<file path="config.mk">
export PLATFORM = sky130hd
export DESIGN_NAME = urp_tx_tlp_arbiter_flat
export DESIGN_NICKNAME = d
export VERILOG_FILES = /design/src/rtl/urp_tx_tlp_arbiter_if.sv /design/src/rtl/urp_tx_tlp_arbiter.sv /design/src/flat_wrapper.sv
export SDC_FILE = /design/constraint.sdc
export NUM_CORES = 1
export LEC_CHECK = 0
export CAP_MARGIN = 20
export CELL_PAD_IN_SITES_DETAIL_PLACEMENT = 0
export CELL_PAD_IN_SITES_GLOBAL_PLACEMENT = 1
export CORE_AREA = 2 2 418 420
export DETAILED_ROUTE_END_ITERATION = 8
export DIE_AREA = 0 0 420 422
export GPL_TIMING_DRIVEN = 0
export PLACE_DENSITY_LB_ADDON = 0.1
export SETUP_SLACK_MARGIN = 0.4
export SLEW_MARGIN = 20
export SYNTH_ARGS = -nofsm -noshare
export SYNTH_HDL_FRONTEND = slang
export SYNTH_SLANG_ARGS = --single-unit
</file>
<file path="constraint.sdc">
create_clock -name clk -period 15.55 [get_ports clk]
set_input_delay 1.555 -clock clk [delete_from_list [all_inputs] [get_ports clk]]
set_output_delay 1.555 -clock clk [all_outputs]
set_load 0.01 [all_outputs]
</file>
<file path="src/rtl/urp_tx_tlp_arbiter_if.sv">
// Requester, TX-layer and credit-return signal bundle for urp_tx_tlp_arbiter.
// The slave modport is the arbiter's view; master is the requester/TX-layer side.
interface urp_tx_tlp_arbiter_if #(
  parameter int NUM_REQ = 4,
  parameter int CRED_W  = 8
);
  logic [NUM_REQ-1:0]     req_valid_i;
  logic [NUM_REQ*80-1:0]  req_desc_i;
  logic [NUM_REQ*128-1:0] req_payload_i;
  logic [NUM_REQ-1:0]     req_ready_o;
  logic [127:0]           payload_o;
  logic [31:0]            addr_o;
  logic [2:0]             header_fmt_o;
  logic [4:0]             header_type_o;
  logic [2:0]             header_tc_o;
  logic [15:0]            header_requestID_o;
  logic [15:0]            header_completID_o;
  logic                   tlp_valid_o;
  logic                   tlp_ready_i;
  logic                   fc_update_valid_i;
  logic [1:0]             fc_class_i;
  logic [CRED_W-1:0]      fc_credits_i;
  logic [CRED_W-1:0]      cred_p_o;
  logic [CRED_W-1:0]      cred_np_o;
  logic [CRED_W-1:0]      cred_cpl_o;

  modport slave (
    input  req_valid_i, req_desc_i, req_payload_i, tlp_ready_i,
           fc_update_valid_i, fc_class_i, fc_credits_i,
    output req_ready_o, payload_o, addr_o, header_fmt_o, header_type_o,
           header_tc_o, header_requestID_o, header_completID_o, tlp_valid_o,
           cred_p_o, cred_np_o, cred_cpl_o
  );

  modport master (
    output req_valid_i, req_desc_i, req_payload_i, tlp_ready_i,
           fc_update_valid_i, fc_class_i, fc_credits_i,
    input  req_ready_o, payload_o, addr_o, header_fmt_o, header_type_o,
           header_tc_o, header_requestID_o, header_completID_o, tlp_valid_o,
           cred_p_o, cred_np_o, cred_cpl_o
  );
endinterface

</file>
<file path="src/rtl/urp_tx_tlp_arbiter.sv">
// Credit-gated round-robin TLP arbiter (strict priority with URP_TX_ARB_STRICT_PRIO_EN).
// Latency: accept pulse in the IDLE cycle, tlp_valid_o one cycle later; one TLP per 2 cycles.
// Backpressure: TLP held stable while tlp_ready_i is low; requests wait with no credit.
module urp_tx_tlp_arbiter #(
  parameter int NUM_REQ       = 4,
  parameter int CRED_W        = 8,
  parameter int INIT_P_CRED   = 16,
  parameter int INIT_NP_CRED  = 16,
  parameter int INIT_CPL_CRED = 16
) (
  input logic                 clk,
  input logic                 rst_n,
  urp_tx_tlp_arbiter_if.slave bus
);
  localparam int GW = (NUM_REQ > 1) ? $clog2(NUM_REQ) : 1;
  localparam logic [1:0] CLS_P   = 2'd0;
  localparam logic [1:0] CLS_NP  = 2'd1;
  localparam logic [1:0] CLS_CPL = 2'd2;
  localparam logic [CRED_W:0] LIM_P   = (CRED_W+1)'(INIT_P_CRED);
  localparam logic [CRED_W:0] LIM_NP  = (CRED_W+1)'(INIT_NP_CRED);
  localparam logic [CRED_W:0] LIM_CPL = (CRED_W+1)'(INIT_CPL_CRED);

  typedef enum logic {IDLE, SEND} state_t;

  state_t             state;
  logic [GW-1:0]      grant;
  logic               found;
  logic               take;
  logic [1:0]         cls [NUM_REQ];
  logic [1:0]         gcls;
  logic [NUM_REQ-1:0] elig;
  logic [CRED_W-1:0]  cred_p, cred_np, cred_cpl;
  logic               ret_p, ret_np, ret_cpl;

  function automatic logic [1:0] tlp_class(input logic [4:0] typ, input logic fmt1);
    if (typ == 5'b01010)
      return CLS_CPL;
    else if (typ == 5'b00000 && fmt1)
      return CLS_P;
    else
      return CLS_NP;
  endfunction

  // Sum is one bit wider so a large return cannot wrap before clamping.
  function automatic logic [CRED_W-1:0] cred_next(input logic [CRED_W-1:0] cur,
                                                  input logic              use_c,
                                                  input logic              ret_c,
                                                  input logic [CRED_W-1:0] amt,
                                                  input logic [CRED_W:0]   lim);
    logic [CRED_W:0] sum;
    sum = {1'b0, cur} - {{CRED_W{1'b0}}, use_c} + (ret_c ? {1'b0, amt} : '0);
    if (sum > lim)
      return lim[CRED_W-1:0];
    return sum[CRED_W-1:0];
  endfunction

  always_comb begin
    elig = '0;
    for (int k = 0; k < NUM_REQ; k++) begin
      cls[k] = tlp_class(bus.req_desc_i[80*k+35 +: 5], bus.req_desc_i[80*k+33]);
      case (cls[k])
        CLS_P:   elig[k] = bus.req_valid_i[k] && (cred_p != '0);
        CLS_CPL: elig[k] = bus.req_valid_i[k] && (cred_cpl != '0);
        default: elig[k] = bus.req_valid_i[k] && (cred_np != '0);
      endcase
    end
  end

`ifdef URP_TX_ARB_STRICT_PRIO_EN
  always_comb begin
    found = 1'b0;
    grant = '0;
    for (int i = NUM_REQ-1; i >= 0; i--) begin
      if (elig[i]) begin
        found = 1'b1;
        grant = GW'(i);
      end
    end
  end
`else
  logic [GW-1:0] last_grant;
  logic [GW-1:0] rr_sel;

  always_comb begin
    found  = 1'b0;
    grant  = '0;
    rr_sel = '0;
    for (int i = 0; i < NUM_REQ; i++) begin
      rr_sel = GW'((int'(last_grant) + 1 + i) % NUM_REQ);
      if (!found && elig[rr_sel]) begin
        found = 1'b1;
        grant = rr_sel;
      end
    end
  end

  always_ff @(posedge clk or negedge rst_n) begin
    if (!rst_n)
      last_grant <= GW'(NUM_REQ-1);
    else if (state == IDLE && found)
      last_grant <= grant;
  end
`endif

  assign take = (state == IDLE) && found;
  assign gcls = cls[grant];

  always_comb begin
    bus.req_ready_o = '0;
    if (take)
      bus.req_ready_o[grant] = 1'b1;
  end

  always_ff @(posedge clk or negedge rst_n) begin
    if (!rst_n) begin
      state                  <= IDLE;
      bus.tlp_valid_o        <= 1'b0;
      bus.payload_o          <= '0;
      bus.addr_o             <= '0;
      bus.header_fmt_o       <= '0;
      bus.header_type_o      <= '0;
      bus.header_tc_o        <= '0;
      bus.header_requestID_o <= '0;
      bus.header_completID_o <= '0;
    end else begin
      case (state)
        IDLE: begin
          if (found) begin
            state                  <= SEND;
            bus.tlp_valid_o        <= 1'b1;
            bus.payload_o          <= bus.req_payload_i[128*int'(grant) +: 128];
            bus.addr_o             <= bus.req_desc_i[80*int'(grant)    +: 32];
            bus.header_fmt_o       <= bus.req_desc_i[80*int'(grant)+32 +: 3];
            bus.header_type_o      <= bus.req_desc_i[80*int'(grant)+35 +: 5];
            bus.header_tc_o        <= bus.req_desc_i[80*int'(grant)+40 +: 3];
            bus.header_requestID_o <= bus.req_desc_i[80*int'(grant)+43 +: 16];
            bus.header_completID_o <= bus.req_desc_i[80*int'(grant)+59 +: 16];
          end
        end
        SEND: begin
          if (bus.tlp_ready_i) begin
            state           <= IDLE;
            bus.tlp_valid_o <= 1'b0;
          end
        end
      endcase
    end
  end

  assign ret_p   = bus.fc_update_valid_i && (bus.fc_class_i == CLS_P);
  assign ret_np  = bus.fc_update_valid_i && (bus.fc_class_i == CLS_NP);
  assign ret_cpl = bus.fc_update_valid_i && (bus.fc_class_i == CLS_CPL);

  always_ff @(posedge clk or negedge rst_n) begin
    if (!rst_n) begin
      cred_p   <= CRED_W'(INIT_P_CRED);
      cred_np  <= CRED_W'(INIT_NP_CRED);
      cred_cpl <= CRED_W'(INIT_CPL_CRED);
    end else begin
      cred_p   <= cred_next(cred_p,   take && gcls == CLS_P,   ret_p,   bus.fc_credits_i, LIM_P);
      cred_np  <= cred_next(cred_np,  take && gcls == CLS_NP,  ret_np,  bus.fc_credits_i, LIM_NP);
      cred_cpl <= cred_next(cred_cpl, take && gcls == CLS_CPL, ret_cpl, bus.fc_credits_i, LIM_CPL);
    end
  end

  assign bus.cred_p_o   = cred_p;
  assign bus.cred_np_o  = cred_np;
  assign bus.cred_cpl_o = cred_cpl;
endmodule

</file>
<file path="src/flat_wrapper.sv">
// flat-port wrapper written by rule: the top's interface ports become plain ports
module urp_tx_tlp_arbiter_flat 
#(
  parameter int NUM_REQ       = 4,
  parameter int CRED_W        = 8,
  parameter int INIT_P_CRED   = 16,
  parameter int INIT_NP_CRED  = 16,
  parameter int INIT_CPL_CRED = 16
)
  (clk, rst_n, bus_req_valid_i, bus_req_desc_i, bus_req_payload_i, bus_tlp_ready_i, bus_fc_update_valid_i, bus_fc_class_i, bus_fc_credits_i, bus_req_ready_o, bus_payload_o, bus_addr_o, bus_header_fmt_o, bus_header_type_o, bus_header_tc_o, bus_header_requestID_o, bus_header_completID_o, bus_tlp_valid_o, bus_cred_p_o, bus_cred_np_o, bus_cred_cpl_o);
  urp_tx_tlp_arbiter_if #(.NUM_REQ(NUM_REQ), .CRED_W(CRED_W)) bus_i ();
  input logic clk;
  input logic rst_n;
  input wire logic [$bits(bus_i.req_valid_i)-1:0] bus_req_valid_i;
  input wire logic [$bits(bus_i.req_desc_i)-1:0] bus_req_desc_i;
  input wire logic [$bits(bus_i.req_payload_i)-1:0] bus_req_payload_i;
  input wire logic [$bits(bus_i.tlp_ready_i)-1:0] bus_tlp_ready_i;
  input wire logic [$bits(bus_i.fc_update_valid_i)-1:0] bus_fc_update_valid_i;
  input wire logic [$bits(bus_i.fc_class_i)-1:0] bus_fc_class_i;
  input wire logic [$bits(bus_i.fc_credits_i)-1:0] bus_fc_credits_i;
  output wire logic [$bits(bus_i.req_ready_o)-1:0] bus_req_ready_o;
  output wire logic [$bits(bus_i.payload_o)-1:0] bus_payload_o;
  output wire logic [$bits(bus_i.addr_o)-1:0] bus_addr_o;
  output wire logic [$bits(bus_i.header_fmt_o)-1:0] bus_header_fmt_o;
  output wire logic [$bits(bus_i.header_type_o)-1:0] bus_header_type_o;
  output wire logic [$bits(bus_i.header_tc_o)-1:0] bus_header_tc_o;
  output wire logic [$bits(bus_i.header_requestID_o)-1:0] bus_header_requestID_o;
  output wire logic [$bits(bus_i.header_completID_o)-1:0] bus_header_completID_o;
  output wire logic [$bits(bus_i.tlp_valid_o)-1:0] bus_tlp_valid_o;
  output wire logic [$bits(bus_i.cred_p_o)-1:0] bus_cred_p_o;
  output wire logic [$bits(bus_i.cred_np_o)-1:0] bus_cred_np_o;
  output wire logic [$bits(bus_i.cred_cpl_o)-1:0] bus_cred_cpl_o;
  assign bus_i.req_valid_i = bus_req_valid_i;
  assign bus_i.req_desc_i = bus_req_desc_i;
  assign bus_i.req_payload_i = bus_req_payload_i;
  assign bus_i.tlp_ready_i = bus_tlp_ready_i;
  assign bus_i.fc_update_valid_i = bus_fc_update_valid_i;
  assign bus_i.fc_class_i = bus_fc_class_i;
  assign bus_i.fc_credits_i = bus_fc_credits_i;
  assign bus_req_ready_o = bus_i.req_ready_o;
  assign bus_payload_o = bus_i.payload_o;
  assign bus_addr_o = bus_i.addr_o;
  assign bus_header_fmt_o = bus_i.header_fmt_o;
  assign bus_header_type_o = bus_i.header_type_o;
  assign bus_header_tc_o = bus_i.header_tc_o;
  assign bus_header_requestID_o = bus_i.header_requestID_o;
  assign bus_header_completID_o = bus_i.header_completID_o;
  assign bus_tlp_valid_o = bus_i.tlp_valid_o;
  assign bus_cred_p_o = bus_i.cred_p_o;
  assign bus_cred_np_o = bus_i.cred_np_o;
  assign bus_cred_cpl_o = bus_i.cred_cpl_o;
  urp_tx_tlp_arbiter #(.NUM_REQ(NUM_REQ), .CRED_W(CRED_W), .INIT_P_CRED(INIT_P_CRED), .INIT_NP_CRED(INIT_NP_CRED), .INIT_CPL_CRED(INIT_CPL_CRED)) u_core (.clk(clk), .rst_n(rst_n), .bus(bus_i));
endmodule
</file>
# After elaboration in Yosys (flattened, before gate mapping)
# Index checks and enable logic that the tools add are counted.
# Widths: inputs -> output; s select.
dict set report totals {
  reg_bits 231
  inputBits 850
}
dict set report classes {
  n_addsub 15
  mul 1
  n_lt_le_gt_ge 10
  eq_ne 14
  shift 7
  muxes 52
  bitwise_logic 2
  reduce_logical 45
}
# op n
set ops {}
lappend ops {{$shiftx 320x32->16} 2}
lappend ops {{$shiftx 320x32->3} 2}
lappend ops {{$shiftx 512x10->128} 1}
lappend ops {{$shiftx 320x32->32} 1}
lappend ops {{$shiftx 320x32->5} 1}
lappend ops {{$add 32x7->32 const B} 5}
lappend ops {{$mux 8} 9}
lappend ops {{$add 9x9->9} 3}
lappend ops {{$gt 9x5->1 const B} 3}
lappend ops {{$logic_and 1x1->1} 27}
lappend ops {{$sub 8x1->9} 3}
lappend ops {{$reduce_bool 8->1} 3}
lappend ops {{$eq 5x4->1 const B} 4}
lappend ops {{$logic_not 5->1} 4}
lappend ops {{$mux 1} 20}
lappend ops {{$mux 2} 10}
lappend ops {{$lt 2x3->1 const B} 5}
lappend ops {{$eq 2x2->1 const B} 6}
lappend ops {{$logic_not 2->1} 6}
lappend ops {{$pmux 1 s2} 6}
lappend ops {{$bmux 1 s2} 4}
lappend ops {{$mul 3x2->5 const A} 1}
lappend ops {{$add 2x1->2 const B} 2}
lappend ops {{$add 2x2->2 const B} 2}
lappend ops {{other kinds (12)} 16}

# Logic depth before layout (Yosys ltp)
dict set report depth {
  ltp_word 29
  mapped_depth 32
}

# Worst setup path after synthesis
# No wires, ideal clock.
dict set report synth_path {
  path_type {input -> register}
  startpoint {input bus_req_desc_i[35]}
  endpoint {register u_core.cred_p[0] (netlist: u_core.bus.cred_p_o[0])}
  setup_ps 74
  arrival_time_ps 6364
  t_required_ps 15476
  slack_ps 9112
  path_stages 29
  n_path_buf 4
  path_cell_list {nor3_2 > o21a_1 > o211a_2 > nor2_2 > a22oi_1 > and2_1 > buf_6 > buf_2 > buf_2 > buf_2 > nand3_1 > a31o_2 > and3_1 > ha_1 > inv_1 > ha_1 > inv_1 > fa_1 > inv_1 > a21oi_1 > o21ai_0 > a21oi_1 > o21bai_1 > a21o_1 > a21oi_1 > xnor2_1 > nor4_1 > o21ai_0 > nor2_1}
}
dict set report synth_via {
  elab_chain_len 29
  elab_cells_between_ends 42
  cone_classes {add/sub (2); order compare (1); eq/ne (2); mux (24); bitwise (1); reduce/logical (12)}
}
# element line_no
set synth_rtl {}
lappend synth_rtl {{start: declaration} flat_wrapper.sv:15} ;# input wire logic [$bits(bus_i.req_desc_i)-1:0] bus_req_desc_i;
lappend synth_rtl {{$logic_not 5->1} urp_tx_tlp_arbiter.sv:38} ;# else if (typ == 5'b00000 && fmt1)
lappend synth_rtl {{$logic_and 1x1->1} urp_tx_tlp_arbiter.sv:38}
lappend synth_rtl {{$mux 1} urp_tx_tlp_arbiter.sv:38}
lappend synth_rtl {{$mux 2 *} urp_tx_tlp_arbiter.sv:36} ;# if (typ == 5'b01010)
lappend synth_rtl {{$eq 2x2->1 / $logic_not 2->1 (equally long branches)} urp_tx_tlp_arbiter.sv:61} ;# case (cls[k])
lappend synth_rtl {{$pmux 1 s2} urp_tx_tlp_arbiter.sv:61}
lappend synth_rtl {{$bmux 1 s2} urp_tx_tlp_arbiter.sv:90} ;# if (!found && elig[rr_sel]) begin
lappend synth_rtl {{$mux 1 (not written as such)} urp_tx_tlp_arbiter.sv:90}
lappend synth_rtl {{[12 not listed]} --}
lappend synth_rtl {{$mux 2 (not written as such) (2 in a row)} urp_tx_tlp_arbiter.sv:106} ;# assign gcls = cls[grant];
lappend synth_rtl {{$logic_not 2->1} urp_tx_tlp_arbiter.sv:160} ;# cred_p <= cred_next(cred_p, take && gcls == CLS_P, ret_p, bus.fc_credits_i, LIM_P);
lappend synth_rtl {{$logic_and 1x1->1 *} urp_tx_tlp_arbiter.sv:160}
lappend synth_rtl {{$sub 8x1->9 *} urp_tx_tlp_arbiter.sv:51} ;# sum = {1'b0, cur} - {{CRED_W{1'b0}}, use_c} + (ret_c ? {1'b0, amt} : '0);
lappend synth_rtl {{$add 9x9->9 *} urp_tx_tlp_arbiter.sv:51}
lappend synth_rtl {{$gt 9x5->1} urp_tx_tlp_arbiter.sv:52} ;# if (sum > lim)
lappend synth_rtl {{$mux 1} urp_tx_tlp_arbiter.sv:52}
lappend synth_rtl {{$mux 8 *} urp_tx_tlp_arbiter.sv:54} ;# return sum[CRED_W-1:0];
lappend synth_rtl {{end signal: assignment} urp_tx_tlp_arbiter.sv:156} ;# cred_p <= CRED_W'(INIT_P_CRED);
lappend synth_rtl {{end signal: assignment} urp_tx_tlp_arbiter.sv:160}
lappend synth_rtl {{end: declaration} urp_tx_tlp_arbiter.sv:32} ;# logic [CRED_W-1:0] cred_p, cred_np, cred_cpl;
# Mark *: on every way between the ends. The rest lies on a longest branch, timed or not. The select of a mux whose other input is x is not followed.
# A chain may end at the register's enable or synchronous reset.

# Worst setup path in the final report
dict set report layout_path {
  startpoint {input bus_req_desc_i[33]}
  endpoint {register u_core.bus.header_completID_o[0] in the netlist's numbering}
}
dict set report layout_via {
  elab_chain_len 20
  elab_cells_between_ends 32
  cone_classes {add/sub (1); mul (1); eq/ne (1); shift (1); mux (19); reduce/logical (9)}
}
# element line_no
set layout_rtl {}
lappend layout_rtl {{$logic_and 1x1->1} urp_tx_tlp_arbiter.sv:38}
lappend layout_rtl {{$mux 1} urp_tx_tlp_arbiter.sv:38}
lappend layout_rtl {{$mux 2} urp_tx_tlp_arbiter.sv:36}
lappend layout_rtl {{$eq 2x2->1 / $logic_not 2->1 (equally long branches)} urp_tx_tlp_arbiter.sv:61}
lappend layout_rtl {{$pmux 1 s2} urp_tx_tlp_arbiter.sv:61}
lappend layout_rtl {{$bmux 1 s2} urp_tx_tlp_arbiter.sv:90}
lappend layout_rtl {{$mux 1 (not written as such)} urp_tx_tlp_arbiter.sv:90}
lappend layout_rtl {{$mux 1} urp_tx_tlp_arbiter.sv:90}
lappend layout_rtl {{[4 not listed]} --}
lappend layout_rtl {{$logic_and 1x1->1} urp_tx_tlp_arbiter.sv:90}
lappend layout_rtl {{$mux 1} urp_tx_tlp_arbiter.sv:90}
lappend layout_rtl {{$logic_not 1->1} urp_tx_tlp_arbiter.sv:90}
lappend layout_rtl {{$logic_and 1x1->1} urp_tx_tlp_arbiter.sv:90}
lappend layout_rtl {{$mux 2} urp_tx_tlp_arbiter.sv:90}
lappend layout_rtl {{$mul 3x2->5} urp_tx_tlp_arbiter.sv:137} ;# bus.header_completID_o <= bus.req_desc_i[80*int'(grant)+59 +: 16];
lappend layout_rtl {{$add 32x7->32} urp_tx_tlp_arbiter.sv:137}
lappend layout_rtl {{$shiftx 320x32->16} urp_tx_tlp_arbiter.sv:137}
lappend layout_rtl {{end signal: assignment} urp_tx_tlp_arbiter.sv:137}
lappend layout_rtl {{end: declaration} urp_tx_tlp_arbiter_if.sv:31} ;# header_tc_o, header_requestID_o, header_completID_o, tlp_valid_o,
# Several ways; a longest one is shown, not always the timed one. The select of a mux whose other input is x is not followed.

==> impl_metrics.ini <==
[run_status]
outcome = finished clean

[final_layout]
area_growth_pct = 74.5
fin_util_pct = 20.7
stdcell_count = 6728
nets = 5268
drive_above_1_share_pct = 5.24

[cts]
max-clock-path-buffers = 3
post_cts_buffers = 0
clk_pin_slew_ns = 0.06
postCtsHoldBufs = 0
cts_tree = yes
cts_max_level = 2
cts_resized = 0
cts_buffers = 40
clockRootBuffer = clkbuf_16
cts_sinks = 231
clock_latency_ns = 0.62

[timing]
maxSlewHeadroom_pct = 16.9
hold_viol = 0
worst_hold_slack_ns = 0.470
rsz0062_at_grt = false
slew_viol_final = 0
final.setup_skew_ns = 0.0234
worstMarginPinSlew_ns = 1.25
layout_min_cycle_time_ns = 10.75
setup_tns_ns = 0
setup_violations = 0
post-route-period-util_pct = 69.1
max_freq_mhz = 93.0

[power_and_ir_drop]
seqPwrFrac_pct = 17.8
power.total_mw = 5.41
power.density_mw_per_mm2 = 151
p_switching_mw = 2.89
p_int_mw = 2.51
p_leak_nw = 15.1
p_comb_share_pct = 65.2
switching_share_pct = 53.5
p_clk_share_pct = 17.0
vdd_drop_max_v = 0.0000771

[worst_hold_path]
hold_path.class = reg -> reg
holdPathStages = 2

[routing]
drt_iter0_markers = 2425
dr.pass1.iters = 5
postRouteAntennaNets = 0
drc_errors = 0
vias_per_cell = 4.38
wirelength_um = 233000
detail_route.wl_per_cell_um = 34.7
dr_total_vias = 29500

[synthesis]
synthTopCellsByCount = 1321 x nand2_1, 500 x nand3_1, 241 x a21oi_1
synth_area_per_cell_sq_um = 6.37
synthFlopType = dfrtp_1
synth_area_leaders = dfrtp_1 28%, nand2_1 24%, nand3_1 12%
synth_edf_count = 0
yosysUniqueCellTypes = 72
synthCells = 3221
synth_area_sq_mm = 0.0205
yosysMostFrequentCell = nand2_1
ys_seq_area_share_pct = 28.2
yosys_warnings = 0
ys_ff_latch = 231
synthArstFlopShare_pct = 100
synth_top_area_share_pct = 27.6
synth_area_leader_cell = dfrtp_1

[setup_path]
critPathCaptureType = flop
cp_max_fo = 12
path_class = in -> reg
startpoint_type = input port
worstRegToRegCells = 21
critical_path_arrival_ns = 11.21
cp.required_ns = 16.01

[global_routing]
antenna_found_initial = 88
grt_pass1_wl_um = 298000
grt_pass1_vias = 29800
track_usage_pct = 25.3
grt_max_degree = 73
overflow = 0

[place]
gp_congestion = 0.962
dpl.hpwl_um = 193000
portBuffers = 1081
dp_cells = 6643

[floorplanning]
ios = 1082
die_h_um = 422
die_w_um = 420
dieArea_sq_mm = 0.177
initial_core_util_pct = 11.9
rows = 153
core_sq_mm = 0.173

[run]
max-cap-violations = 0
cell usage in the layout, fill, tap and decap left out, types with 10 or more instances in the layout:
cell type / count
ha_1: 54
o21a_1: 11
xnor2_1: 17
diode_2: 16
and3_1: 26
clkbuf_2: 16
clkbuf_16: 40
clkdlybuf4s50_1: 1080
a21o_1: 11
buf_2: 93
clkbuf_1: 118
a31oi_1: 27
a21oi_1: 241
a311oi_1: 15
mux4_2: 10
nand3_1: 500
buf_1: 18
nand2_1: 1321
mux2i_1: 48
and2_1: 14
nor3_1: 25
nor2_1: 60
inv_1: 94
o22ai_1: 12
o21ai_0: 63
o22a_1: 19
dfrtp_1: 226
nor4_1: 40
logic make-up after synthesis:
family                     share of synthesized area (%)
and+or+nand+nor                                     42.3
AOI/OAI and AO/OA                                   14.3
buffers and inverters                               7.28
DFF                                                 28.2
muxes                                               3.49
adders and majority gates                           3.59
xor gates and xnor gates                           0.854
other                                             0.0183
layer usage:
layer	up-vias	wire, um	global-route usage [%]	part of all wire, %
li1	13200	-	-	-
met1	14500	94600	30.4	41
met2	1412	115000	44.3	49
met3	340	15000	5.28	6.4
met4	48	8950	8.74	3.8
met5	-	286	0	0.12
worst max-delay path: stages:
cell and delay (ns):
clkdlybuf4s50_1 0.65, nor3b_1 0.82, o21a_1 0.24, o211a_2 0.26
nor2_2 0.09, a22oi_1 0.64, and2_1 0.24, buf_6 0.19
buf_2 0.34, buf_2 0.54, clkbuf_2 0.60, buf_2 0.72
ha_1 0.30, inv_1 0.06, clkbuf_1 0.45, nand2_1 0.42
clkbuf_1 0.74, clkbuf_1 0.97, a21oi_1 0.14, nor4_1 0.79
o22a_1 0.28, o21ai_0 0.09
power groups by stage:
stage	clock network, mW	registers [mW]	logic, mW
floorplan	0	1.03	1.31
global placement	0	0.973	3.50
detailed placement	0	0.976	3.49
CTS	0.966	0.968	3.51
global route	0.983	0.991	3.66
finish	0.920	0.965	3.52
sequential cells by signal (all words and copies together), names as in the netlist, 5 cells and up:
signal                         flops
u_core.bus.payload_o             128
u_core.bus.header_requestID_o     16
u_core.bus.cred_np_o               8
u_core.bus.header_completID_o     16
u_core.bus.cred_cpl_o              8
u_core.bus.header_type_o           5
u_core.bus.addr_o                 32
u_core.bus.cred_p_o                8
per-stage QoR:
| stage | worst slack, ns | cell area (sq um) |
|---|---|---|
| floorplan | 9.11 | 20500 |
| global placement | -0.347 | 34300 |
| global route | 4.90 | 35800 |
| detailed placement | 4.62 | 34500 |
| finish | 4.80 | 35800 |
| CTS | 5.30 | 35700 |
final cells by class:
class                      count  area [sq um]
multi-input combinational   2652         13300
buffer                       251          1160
clock inverter                15           154
fill                       19800        137000
tap                         2325          2910
sequential                   231          5790
timing repair buffer        1090         11000
inverter                      95           359
antenna                       16          40.0
clock buffer                  53          1110
path summary, 6_finish.rpt:
path / slack (ns) / startpoint / to
setup / recovery: 4.80 / bus_req_desc_i[33] / u_core.bus.header_completID_o[0]
hold / removal: 0.47 / u_core.bus.payload_o[49] / u_core.bus.payload_o[49]
setup reg to reg: 6.25 / u_core.bus.cred_np_o[1] / u_core.bus.header_completID_o[0]
hold reg to reg: 0.47 / u_core.bus.payload_o[49] / u_core.bus.payload_o[49]
max in group asynchronous: 13.40 / rst_n / u_core.bus.header_completID_o[1]
min in group asynchronous: 0.88 / rst_n / u_core.bus.payload_o[41]
(Power assumes the default switching activity.)
